===== src/rtl/cpu_control_unit_if.sv =====
// Control-unit bus: instruction handshake in, datapath controls out.
//   master : the control unit (drives handshake ready and all controls)
//   slave  : fetch/datapath side (drives instruction, valid, zero, busywait)
// Signals: instruction[31:0], instr_valid, instr_ready, zero, busywait,
//   aluop[3:0], neg_sel, imm_sel, reg_write_en, wb_sel, mem_read, mem_write,
//   pc_sel, illegal, mem_error, instr_count[CNT_W-1:0].
interface cpu_control_unit_if #(parameter int CNT_W = 16);
  logic [31:0]      instruction;
  logic             instr_valid;
  logic             instr_ready;
  logic             zero;
  logic             busywait;
  logic [3:0]       aluop;
  logic             neg_sel;
  logic             imm_sel;
  logic             reg_write_en;
  logic             wb_sel;
  logic             mem_read;
  logic             mem_write;
  logic             pc_sel;
  logic             illegal;
  logic             mem_error;
  logic [CNT_W-1:0] instr_count;

  modport master (
    input  instruction, instr_valid, zero, busywait,
    output instr_ready, aluop, neg_sel, imm_sel, reg_write_en, wb_sel,
           mem_read, mem_write, pc_sel, illegal, mem_error, instr_count
  );

  modport slave (
    output instruction, instr_valid, zero, busywait,
    input  instr_ready, aluop, neg_sel, imm_sel, reg_write_en, wb_sel,
           mem_read, mem_write, pc_sel, illegal, mem_error, instr_count
  );
endinterface


===== src/rtl/cpu_control_unit.sv =====
// Multi-cycle control unit for the 8-bit processor: IDLE -> EXEC -> (MEM -> (WB)).
// Ports: clk, rst_n (async, active low), bus (cpu_control_unit_if.master).
// All controls are registered; only instr_ready and pc_sel are combinational
// (pc_sel must follow the ALU zero flag produced during the EXEC cycle).
module cpu_control_unit #(
  parameter int MEM_TIMEOUT = 255,
  parameter int CNT_W       = 16
) (
  input  logic             clk,
  input  logic             rst_n,
  cpu_control_unit_if.master bus
);
  localparam int WAIT_W = $clog2(MEM_TIMEOUT + 1);
  localparam logic [WAIT_W-1:0] WAIT_LAST = WAIT_W'(MEM_TIMEOUT - 1);

  typedef enum logic [1:0] {IDLE, EXEC, MEM, WB} state_t;

  typedef struct packed {
    logic [3:0] aluop;
    logic       neg, imm, wr, jmp, beq, bne, ld, st, ill;
  } dec_t;

  function automatic dec_t decode(input logic [7:0] op);
    dec_t d;
    d = '0;
    case (op)
      8'h00: begin d.imm = 1'b1; d.wr = 1'b1; end
      8'h01: d.wr = 1'b1;
      8'h02: begin d.aluop = 4'h1; d.wr = 1'b1; end
      8'h03: begin d.aluop = 4'h1; d.neg = 1'b1; d.wr = 1'b1; end
      8'h04: begin d.aluop = 4'h2; d.wr = 1'b1; end
      8'h05: begin d.aluop = 4'h3; d.wr = 1'b1; end
      8'h0C: begin d.aluop = 4'h4; d.wr = 1'b1; end
      8'h0D: begin d.aluop = 4'h5; d.imm = 1'b1; d.wr = 1'b1; end
      8'h0E: begin d.aluop = 4'h6; d.imm = 1'b1; d.wr = 1'b1; end
      8'h0F: begin d.aluop = 4'h7; d.imm = 1'b1; d.wr = 1'b1; end
      8'h10: begin d.aluop = 4'h8; d.imm = 1'b1; d.wr = 1'b1; end
      8'h06: d.jmp = 1'b1;
      8'h07: begin d.aluop = 4'h1; d.neg = 1'b1; d.beq = 1'b1; end
      8'h11: begin d.aluop = 4'h1; d.neg = 1'b1; d.bne = 1'b1; end
      8'h08: d.ld = 1'b1;
      8'h09: begin d.ld = 1'b1; d.imm = 1'b1; end
      8'h0A: d.st = 1'b1;
      8'h0B: begin d.st = 1'b1; d.imm = 1'b1; end
      default: d.ill = 1'b1;
    endcase
    return d;
  endfunction

  state_t            state;
  dec_t              dec;
  logic [3:0]        aluop_q;
  logic              neg_q, imm_q, wr_q, wb_q, mrd_q, mwr_q;
  logic              jmp_q, beq_q, bne_q, ill_q, err_q, ld_q, st_q;
  logic [WAIT_W-1:0] wait_q;
  logic [CNT_W-1:0]  cnt_q;

  // Only the opcode byte steers control; operand fields go to the datapath.
  logic unused_operands;
  assign unused_operands = ^bus.instruction[23:0];

  assign dec = decode(bus.instruction[31:24]);

  always_ff @(posedge clk or negedge rst_n) begin
    if (!rst_n) begin
      state   <= IDLE;
      aluop_q <= '0;
      neg_q   <= 1'b0;
      imm_q   <= 1'b0;
      wr_q    <= 1'b0;
      wb_q    <= 1'b0;
      mrd_q   <= 1'b0;
      mwr_q   <= 1'b0;
      jmp_q   <= 1'b0;
      beq_q   <= 1'b0;
      bne_q   <= 1'b0;
      ill_q   <= 1'b0;
      err_q   <= 1'b0;
      ld_q    <= 1'b0;
      st_q    <= 1'b0;
      wait_q  <= '0;
      cnt_q   <= '0;
    end else begin
      err_q <= 1'b0;
      case (state)
        IDLE: if (bus.instr_valid) begin
          // Load the EXEC-cycle controls so they are live from the first EXEC edge.
          state   <= EXEC;
          aluop_q <= dec.aluop;
          neg_q   <= dec.neg;
          imm_q   <= dec.imm;
          wr_q    <= dec.wr;
          jmp_q   <= dec.jmp;
          beq_q   <= dec.beq;
          bne_q   <= dec.bne;
          ill_q   <= dec.ill;
          ld_q    <= dec.ld;
          st_q    <= dec.st;
        end
        EXEC: begin
          neg_q  <= 1'b0;
          wr_q   <= 1'b0;
          jmp_q  <= 1'b0;
          beq_q  <= 1'b0;
          bne_q  <= 1'b0;
          ill_q  <= 1'b0;
          wait_q <= '0;
          if (ld_q || st_q) begin
            // aluop/imm stay put: the address keeps flowing through MEM.
            state <= MEM;
            mrd_q <= ld_q;
            mwr_q <= st_q;
          end else begin
            state   <= IDLE;
            aluop_q <= '0;
            imm_q   <= 1'b0;
            cnt_q   <= cnt_q + CNT_W'(1);
          end
        end
        MEM: begin
          if (!bus.busywait) begin
            state   <= ld_q ? WB : IDLE;
            wr_q    <= ld_q;
            wb_q    <= ld_q;
            if (st_q) cnt_q <= cnt_q + CNT_W'(1);
          end else if (wait_q == WAIT_LAST) begin
            // Abort: this busy cycle is the MEM_TIMEOUT-th one; no retirement.
            state <= IDLE;
            err_q <= 1'b0 | 1'b1;
          end else begin
            wait_q <= wait_q + WAIT_W'(1);
          end
          if (!bus.busywait || wait_q == WAIT_LAST) begin
            mrd_q   <= 1'b0;
            mwr_q   <= 1'b0;
            aluop_q <= '0;
            imm_q   <= 1'b0;
            ld_q    <= 1'b0;
            st_q    <= 1'b0;
            wait_q  <= '0;
          end
        end
        WB: begin
          state <= IDLE;
          wr_q  <= 1'b0;
          wb_q  <= 1'b0;
          cnt_q <= cnt_q + CNT_W'(1);
        end
        default: state <= IDLE;
      endcase
    end
  end

  // Ready is masked by reset so every output reads 0 while reset is held.
  assign bus.instr_ready  = rst_n && (state == IDLE);
  assign bus.aluop        = aluop_q;
  assign bus.neg_sel      = neg_q;
  assign bus.imm_sel      = imm_q;
  assign bus.reg_write_en = wr_q;
  assign bus.wb_sel       = wb_q;
  assign bus.mem_read     = mrd_q;
  assign bus.mem_write    = mwr_q;
  assign bus.pc_sel       = jmp_q | (beq_q & bus.zero) | (bne_q & ~bus.zero);
  assign bus.illegal      = ill_q;
  assign bus.mem_error    = err_q;
  assign bus.instr_count  = cnt_q;
endmodule


===== src/flat_wrapper.sv =====
// flat-port wrapper written by rule: the top's interface ports become plain ports
module cpu_control_unit_flat 
#(
  parameter int MEM_TIMEOUT = 255,
  parameter int CNT_W       = 16
)
  (clk, rst_n, bus_instruction, bus_instr_valid, bus_zero, bus_busywait, bus_instr_ready, bus_aluop, bus_neg_sel, bus_imm_sel, bus_reg_write_en, bus_wb_sel, bus_mem_read, bus_mem_write, bus_pc_sel, bus_illegal, bus_mem_error, bus_instr_count);
  cpu_control_unit_if #(.CNT_W(CNT_W)) bus_i ();
  input  logic clk;
  input  logic rst_n;
  input wire logic [$bits(bus_i.instruction)-1:0] bus_instruction;
  input wire logic [$bits(bus_i.instr_valid)-1:0] bus_instr_valid;
  input wire logic [$bits(bus_i.zero)-1:0] bus_zero;
  input wire logic [$bits(bus_i.busywait)-1:0] bus_busywait;
  output wire logic [$bits(bus_i.instr_ready)-1:0] bus_instr_ready;
  output wire logic [$bits(bus_i.aluop)-1:0] bus_aluop;
  output wire logic [$bits(bus_i.neg_sel)-1:0] bus_neg_sel;
  output wire logic [$bits(bus_i.imm_sel)-1:0] bus_imm_sel;
  output wire logic [$bits(bus_i.reg_write_en)-1:0] bus_reg_write_en;
  output wire logic [$bits(bus_i.wb_sel)-1:0] bus_wb_sel;
  output wire logic [$bits(bus_i.mem_read)-1:0] bus_mem_read;
  output wire logic [$bits(bus_i.mem_write)-1:0] bus_mem_write;
  output wire logic [$bits(bus_i.pc_sel)-1:0] bus_pc_sel;
  output wire logic [$bits(bus_i.illegal)-1:0] bus_illegal;
  output wire logic [$bits(bus_i.mem_error)-1:0] bus_mem_error;
  output wire logic [$bits(bus_i.instr_count)-1:0] bus_instr_count;
  assign bus_i.instruction = bus_instruction;
  assign bus_i.instr_valid = bus_instr_valid;
  assign bus_i.zero = bus_zero;
  assign bus_i.busywait = bus_busywait;
  assign bus_instr_ready = bus_i.instr_ready;
  assign bus_aluop = bus_i.aluop;
  assign bus_neg_sel = bus_i.neg_sel;
  assign bus_imm_sel = bus_i.imm_sel;
  assign bus_reg_write_en = bus_i.reg_write_en;
  assign bus_wb_sel = bus_i.wb_sel;
  assign bus_mem_read = bus_i.mem_read;
  assign bus_mem_write = bus_i.mem_write;
  assign bus_pc_sel = bus_i.pc_sel;
  assign bus_illegal = bus_i.illegal;
  assign bus_mem_error = bus_i.mem_error;
  assign bus_instr_count = bus_i.instr_count;
  cpu_control_unit #(.MEM_TIMEOUT(MEM_TIMEOUT), .CNT_W(CNT_W)) u_core (.clk(clk), .rst_n(rst_n), .bus(bus_i));
endmodule

===== config.mk =====
export PLATFORM = sky130hd
export DESIGN_NAME = cpu_control_unit_flat
export DESIGN_NICKNAME = d
export VERILOG_FILES = /design/src/rtl/cpu_control_unit_if.sv /design/src/rtl/cpu_control_unit.sv /design/src/flat_wrapper.sv
export SDC_FILE = /design/constraint.sdc
export NUM_CORES = 1
export LEC_CHECK = 0
export CAP_MARGIN = 40
export CORE_MARGIN = 1
export CORE_UTILIZATION = 40
export DETAILED_ROUTE_END_ITERATION = 8
export PLACE_DENSITY = 0.69
export SLEW_MARGIN = 0
export SYNTH_ARGS = -nofsm -noshare
export SYNTH_HDL_FRONTEND = slang
export SYNTH_SLANG_ARGS = --single-unit

===== constraint.sdc =====
create_clock -name clk -period 3.6 [get_ports clk]
set_input_delay 0.54 -clock clk [delete_from_list [all_inputs] [get_ports clk]]
set_output_delay 0.54 -clock clk [all_outputs]
set_load 0.005 [all_outputs]

==> impl_metrics.env <==
export IMPL_outcome="complete, no violations"
export IMPL_die_h_microns=78.81
export IMPL_clk_pin_slew_ns=0.08
export IMPL_cts_buffers=5
export IMPL_ys_seq_area_share_pct=45.60
export IMPL_dp_cells=345
export IMPL_yosysTopAreaCell="dfrtp_1"
export IMPL_root_buffer="clkbuf_8"
export IMPL_wire_per_inst_microns=14.30
export IMPL_cts_resized_gates=0
export IMPL_detailedPlace_worstSlack_ns=1.065
export IMPL_cpLargestDelayFamily="buffers and inverters"
export IMPL_synth_common_cells="dfrtp_1 (43), nand2_1 (25), nor2_1 (16), inv_1 (13), nand3_1 (13)"
export IMPL_htreeDepth=2
export IMPL_n_fill_cell=527
export IMPL_drtAntennaViolNets=0
export IMPL_synth_top_area_share_pct=45.60
export IMPL_drc=0
export IMPL_gp_congestion=0.8612
export IMPL_synth_edf_count=0
export IMPL_worstPathMaxFanout=10
export IMPL_layout_min_cycle_time_ns=2.410
export IMPL_finalCoreUtilization_pct=52.05
export IMPL_setup_viol=0
export IMPL_syn_avg_cell_area_sq_um=9.873
export IMPL_stdcell_count=352
export IMPL_powerDensity_nw_per_um2=482.3
export IMPL_die_w_microns=78.81
export IMPL_hold_class="input pin to async pin"
export IMPL_ys_warn_count=0
export IMPL_timing_fmax_ghz=0.4150
export IMPL_path_buf_inv=2
export IMPL_grt_pass1_wl_mm=8.680
export IMPL_drv_slew=0
export IMPL_clockBufferDepth=2
export IMPL_dr_first_iter_drc_count=90
export IMPL_fin_skew_ns=0.004408
export IMPL_worst_slew_pin_slew_ns=0.6763
export IMPL_r2r_slack_ns=1.40
export IMPL_yosys_most_used_dff="dfrtp_1"
export IMPL_maxSlewHeadroom_pct=54.82
export IMPL_antenna_found_initial=0
export IMPL_critical_path_startpoint_type="flip-flop"
export IMPL_fin_ws_ns=1.190
export IMPL_initial_core_util_pct=42.08
export IMPL_p_leak_uw=0.001250
export IMPL_criticalPathCategory="flip-flop to output pin"
export IMPL_netlist_area_sq_um=2360
export IMPL_synth_distinct_cells=48
export IMPL_dieArea_sq_um=6210
export IMPL_insertedDiodeCount=0
export IMPL_track_usage_pct=17.83
export IMPL_syn2layout_area_growth_pct=23.70
export IMPL_grt_max_degree=44
export IMPL_fin_nets=325
export IMPL_rsz0062_at_grt="false"
export IMPL_grt_ovfl_total=0
export IMPL_drt_pre_antenna_iters=4
export IMPL_cap_violations=0
export IMPL_arrival_ns=1.87
export IMPL_wl_mm=5.032
export IMPL_yosys_register_bits=43
export IMPL_tns_ns=0
export IMPL_synth_most_common_cell="dfrtp_1"
export IMPL_drive_above_1_share_pct=8.929
export IMPL_finalHoldViolations=0
export IMPL_insertion_delay_ns=0.29
export IMPL_tritoncts="yes"
export IMPL_viasPerCell=5.378
export IMPL_coreArea_sq_um=5608
export IMPL_multi_input_area_sq_um=1186
export IMPL_end_kind="output pin"
export IMPL_slowest_stage="clkdlybuf4s50_1"
export IMPL_numPortBuffers=42
export IMPL_ys_top_cells_by_area="dfrtp_1 (46%), xor2_1 (4.5%), ha_1 (4.2%), nand2_1 (4.0%), mux2_2 (3.3%)"
export IMPL_seqCellArea_sq_um=1076
export IMPL_dpl_hpwl_mm=3.647
export IMPL_synthesis_nets=284
export IMPL_vias=1893
export IMPL_crit_chain="inv_1 > ha_1 > and2_1 > clkdlybuf4s50_1"
export IMPL_postCtsHoldBufs=0
export IMPL_cts_sinks=43
export IMPL_cpPeakStageDelay_ns=0.49
export IMPL_row_count=27
export IMPL_fin_worst_hold_slack_ns=0.3323
export IMPL_async_reset_ff_share_pct=100.0
export IMPL_synth_cells=239
export IMPL_first_global_vias=1854
export IMPL_period_share_pct=66.94
export IMPL_cp_required_ns=3.06
export IMPL_postCtsSetupBuffers=0
export IMPL_ir_worst_vdd_mv=0.2026
export IMPL_ios=67
where the power goes:
group | switching [uW] | total (uW) | internal [uW]
Sequential | 61.8 | 600 | 538
Clock | 156 | 307 | 151
Combinational | 268 | 501 | 234
per-stage QoR:
step	instance area [sq um]	power, uW
2_1_floorplan	2360	914.1
3_3_place_gp	2831	1098
3_5_place_dp	2831	1113
4_1_cts	2919	1421
5_1_grt	2919	1499
6_report	2919	1408
final timing paths:
check                                                    endpoint  cells past startpoint                        start
max in group asynchronous           u_core.bus.wb_sel$_DFFE_PN0P_                      2                        rst_n
hold / removal              u_core.bus.instr_count[8]$_DFFE_PN0P_                      2                        rst_n
min in group clk                         u_core.bne_q$_DFFE_PN0P_                      2     u_core.bne_q$_DFFE_PN0P_
setup reg to reg           u_core.bus.instr_count[15]$_DFFE_PN0P_                      7  u_core.state[1]$_DFFE_PN0P_
setup / recovery                                  bus_instr_ready                      4  u_core.state[0]$_DFFE_PN0P_
hold reg to reg                          u_core.bne_q$_DFFE_PN0P_                      2     u_core.bne_q$_DFFE_PN0P_
per-layer routing:
metal	wire length (microns)	GRT usage (%)	up-vias
met1	2359	23.92	900
met2	2364	28.70	63
met3	263	2.989	6
met5	0	0	-
met4	44	6.852	0
li1	-	-	924
cell usage in the layout (no fill, tap or decap), types with 2 or more instances in the layout:
cell / n
o2bb2ai_1: 3
nor2_1: 16
clkdlybuf4s50_1: 41
xnor2_1: 4
nor3_1: 12
mux2_2: 7
o311ai_0: 3
nand2_1: 25
or3_1: 4
a21oi_1: 3
buf_4: 2
clkbuf_8: 6
a22o_1: 4
or2_2: 2
nand2b_1: 6
nor4_1: 3
inv_1: 13
nor3b_1: 3
mux2i_1: 3
nand3_1: 13
nor4_4: 2
o22ai_1: 3
o21ai_0: 7
a32o_1: 2
dfrtp_1: 43
xor2_1: 12
nor2b_1: 6
ha_1: 8
nand4_1: 3
logic make-up after synthesis:
group / Yosys count / share of synthesized area, %
AOI/OAI and AO/OA: 38 / 12.25
xor gates and xnor gates: 16 / 5.938
adders and majority gates: 8 / 4.242
buffers and inverters: 23 / 4.136
DFF: 43 / 45.60
muxes: 10 / 4.613
and+or+nand+nor: 101 / 23.22
registers in the layout (all words and copies together) (netlist names):
signal / cells
u_core.bus.instr_count: 16
u_core.wait_q: 8
u_core.bus.aluop: 4
u_core.state: 2
u_core.beq_q: 1
u_core.bne_q: 1
u_core.bus.illegal: 1
u_core.bus.imm_sel: 1
u_core.bus.mem_error: 1
u_core.bus.mem_read: 1
u_core.bus.mem_write: 1
u_core.bus.neg_sel: 1
u_core.bus.reg_write_en: 1
u_core.bus.wb_sel: 1
u_core.jmp_q: 1
u_core.ld_q: 1
u_core.st_q: 1
cell type report:
| type | count | share of cell area, % |
|---|---|---|
| clock inverters | 1 | 0.1715 |
| repair buffers | 44 | 14.74 |
| well taps | 72 | 3.086 |
| clock buffers | 6 | 2.829 |
| multi-input cells | 173 | 40.63 |
| inverters | 13 | 1.672 |
| flip-flops and latches | 43 | 36.86 |
No activity file was read; power rests on OpenSTA's default activity.
==> RTL change (same settings) <==
`CNT_W` is set to 16 in 3 places; all go to 18.
--- a/src/rtl/cpu_control_unit_if.sv
+++ b/src/rtl/cpu_control_unit_if.sv
@@ -5,5 +5,5 @@
 //   aluop[3:0], neg_sel, imm_sel, reg_write_en, wb_sel, mem_read, mem_write,
 //   pc_sel, illegal, mem_error, instr_count[CNT_W-1:0].
-interface cpu_control_unit_if #(parameter int CNT_W = 16);
+interface cpu_control_unit_if #(parameter int CNT_W = 18);
   logic [31:0]      instruction;
   logic             instr_valid;
--- a/src/rtl/cpu_control_unit.sv
+++ b/src/rtl/cpu_control_unit.sv
@@ -5,5 +5,5 @@
 module cpu_control_unit #(
   parameter int MEM_TIMEOUT = 255,
-  parameter int CNT_W       = 16
+  parameter int CNT_W       = 18
 ) (
   input  logic             clk,
--- a/src/flat_wrapper.sv
+++ b/src/flat_wrapper.sv
@@ -3,5 +3,5 @@
 #(
   parameter int MEM_TIMEOUT = 255,
-  parameter int CNT_W       = 16
+  parameter int CNT_W       = 18
 )
   (clk, rst_n, bus_instruction, bus_instr_valid, bus_zero, bus_busywait, bus_instr_ready, bus_aluop, bus_neg_sel, bus_imm_sel, bus_reg_write_en, bus_wb_sel, bus_mem_read, bus_mem_write, bus_pc_sel, bus_illegal, bus_mem_error, bus_instr_count);
Ports: changed (resized bus_instr_count); port bits go from 67 to 69. No check against the original RTL was run, so the function may have changed too.
==> RTL change against the unedited design <==
  * Cell area increased by 2.0%
  * Sequential cell count increased by 2
  * Routed wire length increased by 0.30%
  * Total power increased by 11%
  * Synthesized area increased by 1.5%
  * Global-route usage about the same
  * Combinational power increased by 3%
  * Cell count decreased by 0.57%
  * Sequential share of layout area increased by 0.95 points
  * Setup slack got worse by 0.32 ns
  * Fmax decreased by 12%
==> RTL change: results (changes against the unedited design) <==
Finish
  – ClkCell Share: 3.487% (was 3.000%)
  – Ant diodes: 0 (unchanged)
  – Filler Cell Count: 534 (was 527)
  – Bufs w/o clock: 45 (was 44)
  – Max FFs per register: 18 (was 16)
  – Non-clock buffer share of cell area: 14.87% (was 14.74%)
  – Multi-input combinational area share: 39.66% (was 40.63%)
  – Non-CTS inverters: 9 (was 13)
  – Final nets: 323 (was 325)
  – Multi-input gates: 172 (was 173)
  – Layout cell share with drive strength beyond 1: 7.914% (was 8.929%)
  – FF/Latch Area: 1126 µm² (was 1076 µm²)

Status
  – Status: complete, no violations (unchanged)

Global routing
  – All-Layer GR Usage: 17.82% (was 17.83%)
  – Largest net degree at the start of global routing: 46 (was 44)
  – Global-route wire length before repair: 8673 µm (was 8680 µm)

Yosys
  – Register area share after synthesis: 47.02% (was 45.60%)
  – Yosys warns: 0 (unchanged)
  – Syn_nets: 281 (was 284)
  – Adder-cell share of the synthesized area: 4.180% (was 4.242%)
  – Mux share of post-synthesis cell area: 2.821% (was 4.613%)
  – Synth top area cells: dfrtp_1 (47%), xor2_1 (6.9%), ha_1 (4.2%), nand2_1 (3.1%), o21ai_0 (2.9%) (was dfrtp_1 (46%), xor2_1 (4.5%), ha_1 (4.2%), nand2_1 (4.0%), mux2_2 (3.3%))
  – Post-Synth XOR/XNOR Area: 7.315% (was 5.938%)
  – Compound-Gate Fraction of Synth Area: 12.07% (was 12.25%)
  – Post-synth top cells: dfrtp_1 (45), nand2_1 (20), xor2_1 (19), o21ai_0 (14) (was dfrtp_1 (43), nand2_1 (25), nor2_1 (16), inv_1 (13), nand3_1 (13))
  – Count of different cell masters after synthesis: 50 (was 48)

Power
  – VDD IR-drop max: 0.3007 mV (was 0.2026 mV)
  – Switching fraction of total power: 33.32% (was 34.52%)
  – Leakage power: 1.263 nW (was 1.251 nW)

Critical path
  – Max incr delay on CP: 0.60 ns (was 0.49 ns)
  – Worst EP arrival: 2.19 ns (was 1.87 ns)
  – Reg2Reg Setup Slack: 1.38 ns (was 1.40 ns)
  – Worst r2r src: u_core.state[1]$_DFFE_PN0P_ (unchanged)
  – Critical-path top delay cell: ha_1 (was clkdlybuf4s50_1)
  – Worst R2R End: u_core.bus.instr_count[1]$_DFFE_PN0P_ (was u_core.bus.instr_count[15]$_DFFE_PN0P_)
  – CP max FO: 20 (was 10)
  – Worst-case reg-to-reg path depth: 6 (was 7)

CTS
  – CTS buffer count: 5 (unchanged)
  – Post-CTS setup buffers: 0 (unchanged)
  – CTS sink count: 45 (was 43)

Place
  – Post-DP HPWL: 3590 µm (was 3647 µm)
  – Placed Area: 2874 µm² (was 2831 µm²)
  – Port bufs: 44 (was 42)
  – Routability cong.: 0.8283 (was 0.8612)

Routing
  – Vias per Instance: 5.486 (was 5.378)
  – First drt pass iteration count: 4 (unchanged)
  – DR WL/cell: 14.42 µm (was 14.30 µm)

Worst hold path
  – Worst hold path type: input pin to asynchronous set/reset pin (unchanged)

STA
  – Rel. slew slack: 54.92% (was 54.82%)
  – Final Skew: 0.006507 ns (was 0.004408 ns)

Die
  – Core area: 5642 µm² (was 5608 µm²)
==> RTL change: stage by stage <==
step	power [mW]	hold WS, ns	cells	util (%)	worst slack, ns
2_1_floorplan	0.9672	0.2444	236	-	1.675
3_3_place_gp	1.195	0.4556	343	50.94	1.160
3_5_place_dp	1.207	0.4739	343	50.94	1.170
4_1_cts	1.585	0.3745	350	52.78	0.8416
5_1_grt	1.679	0.3954	350	52.78	0.7145
6_report	1.564	0.3498	350	52.78	0.8694
==> RTL change: power groups by stage <==
stage	Sequential, mW	Clock, mW	Combinational, mW
finish	0.677	0.369	0.518
detailed placement	0.687	0	0.520
global placement	0.684	0	0.511
CTS	0.677	0.385	0.523
global route	0.693	0.409	0.577
floorplan	0.674	0	0.293
==> RTL change: per-layer routing <==
layer / global-route usage, % / share of wire [%] / vias up
li1: - / - / 936
met1: 22.71 / 45 / 929
met2: 29.48 / 49 / 47
met3: 4.229 / 4.1 / 8
met4: 6.182 / 1.6 / 0
met5: 0 / 0 / -
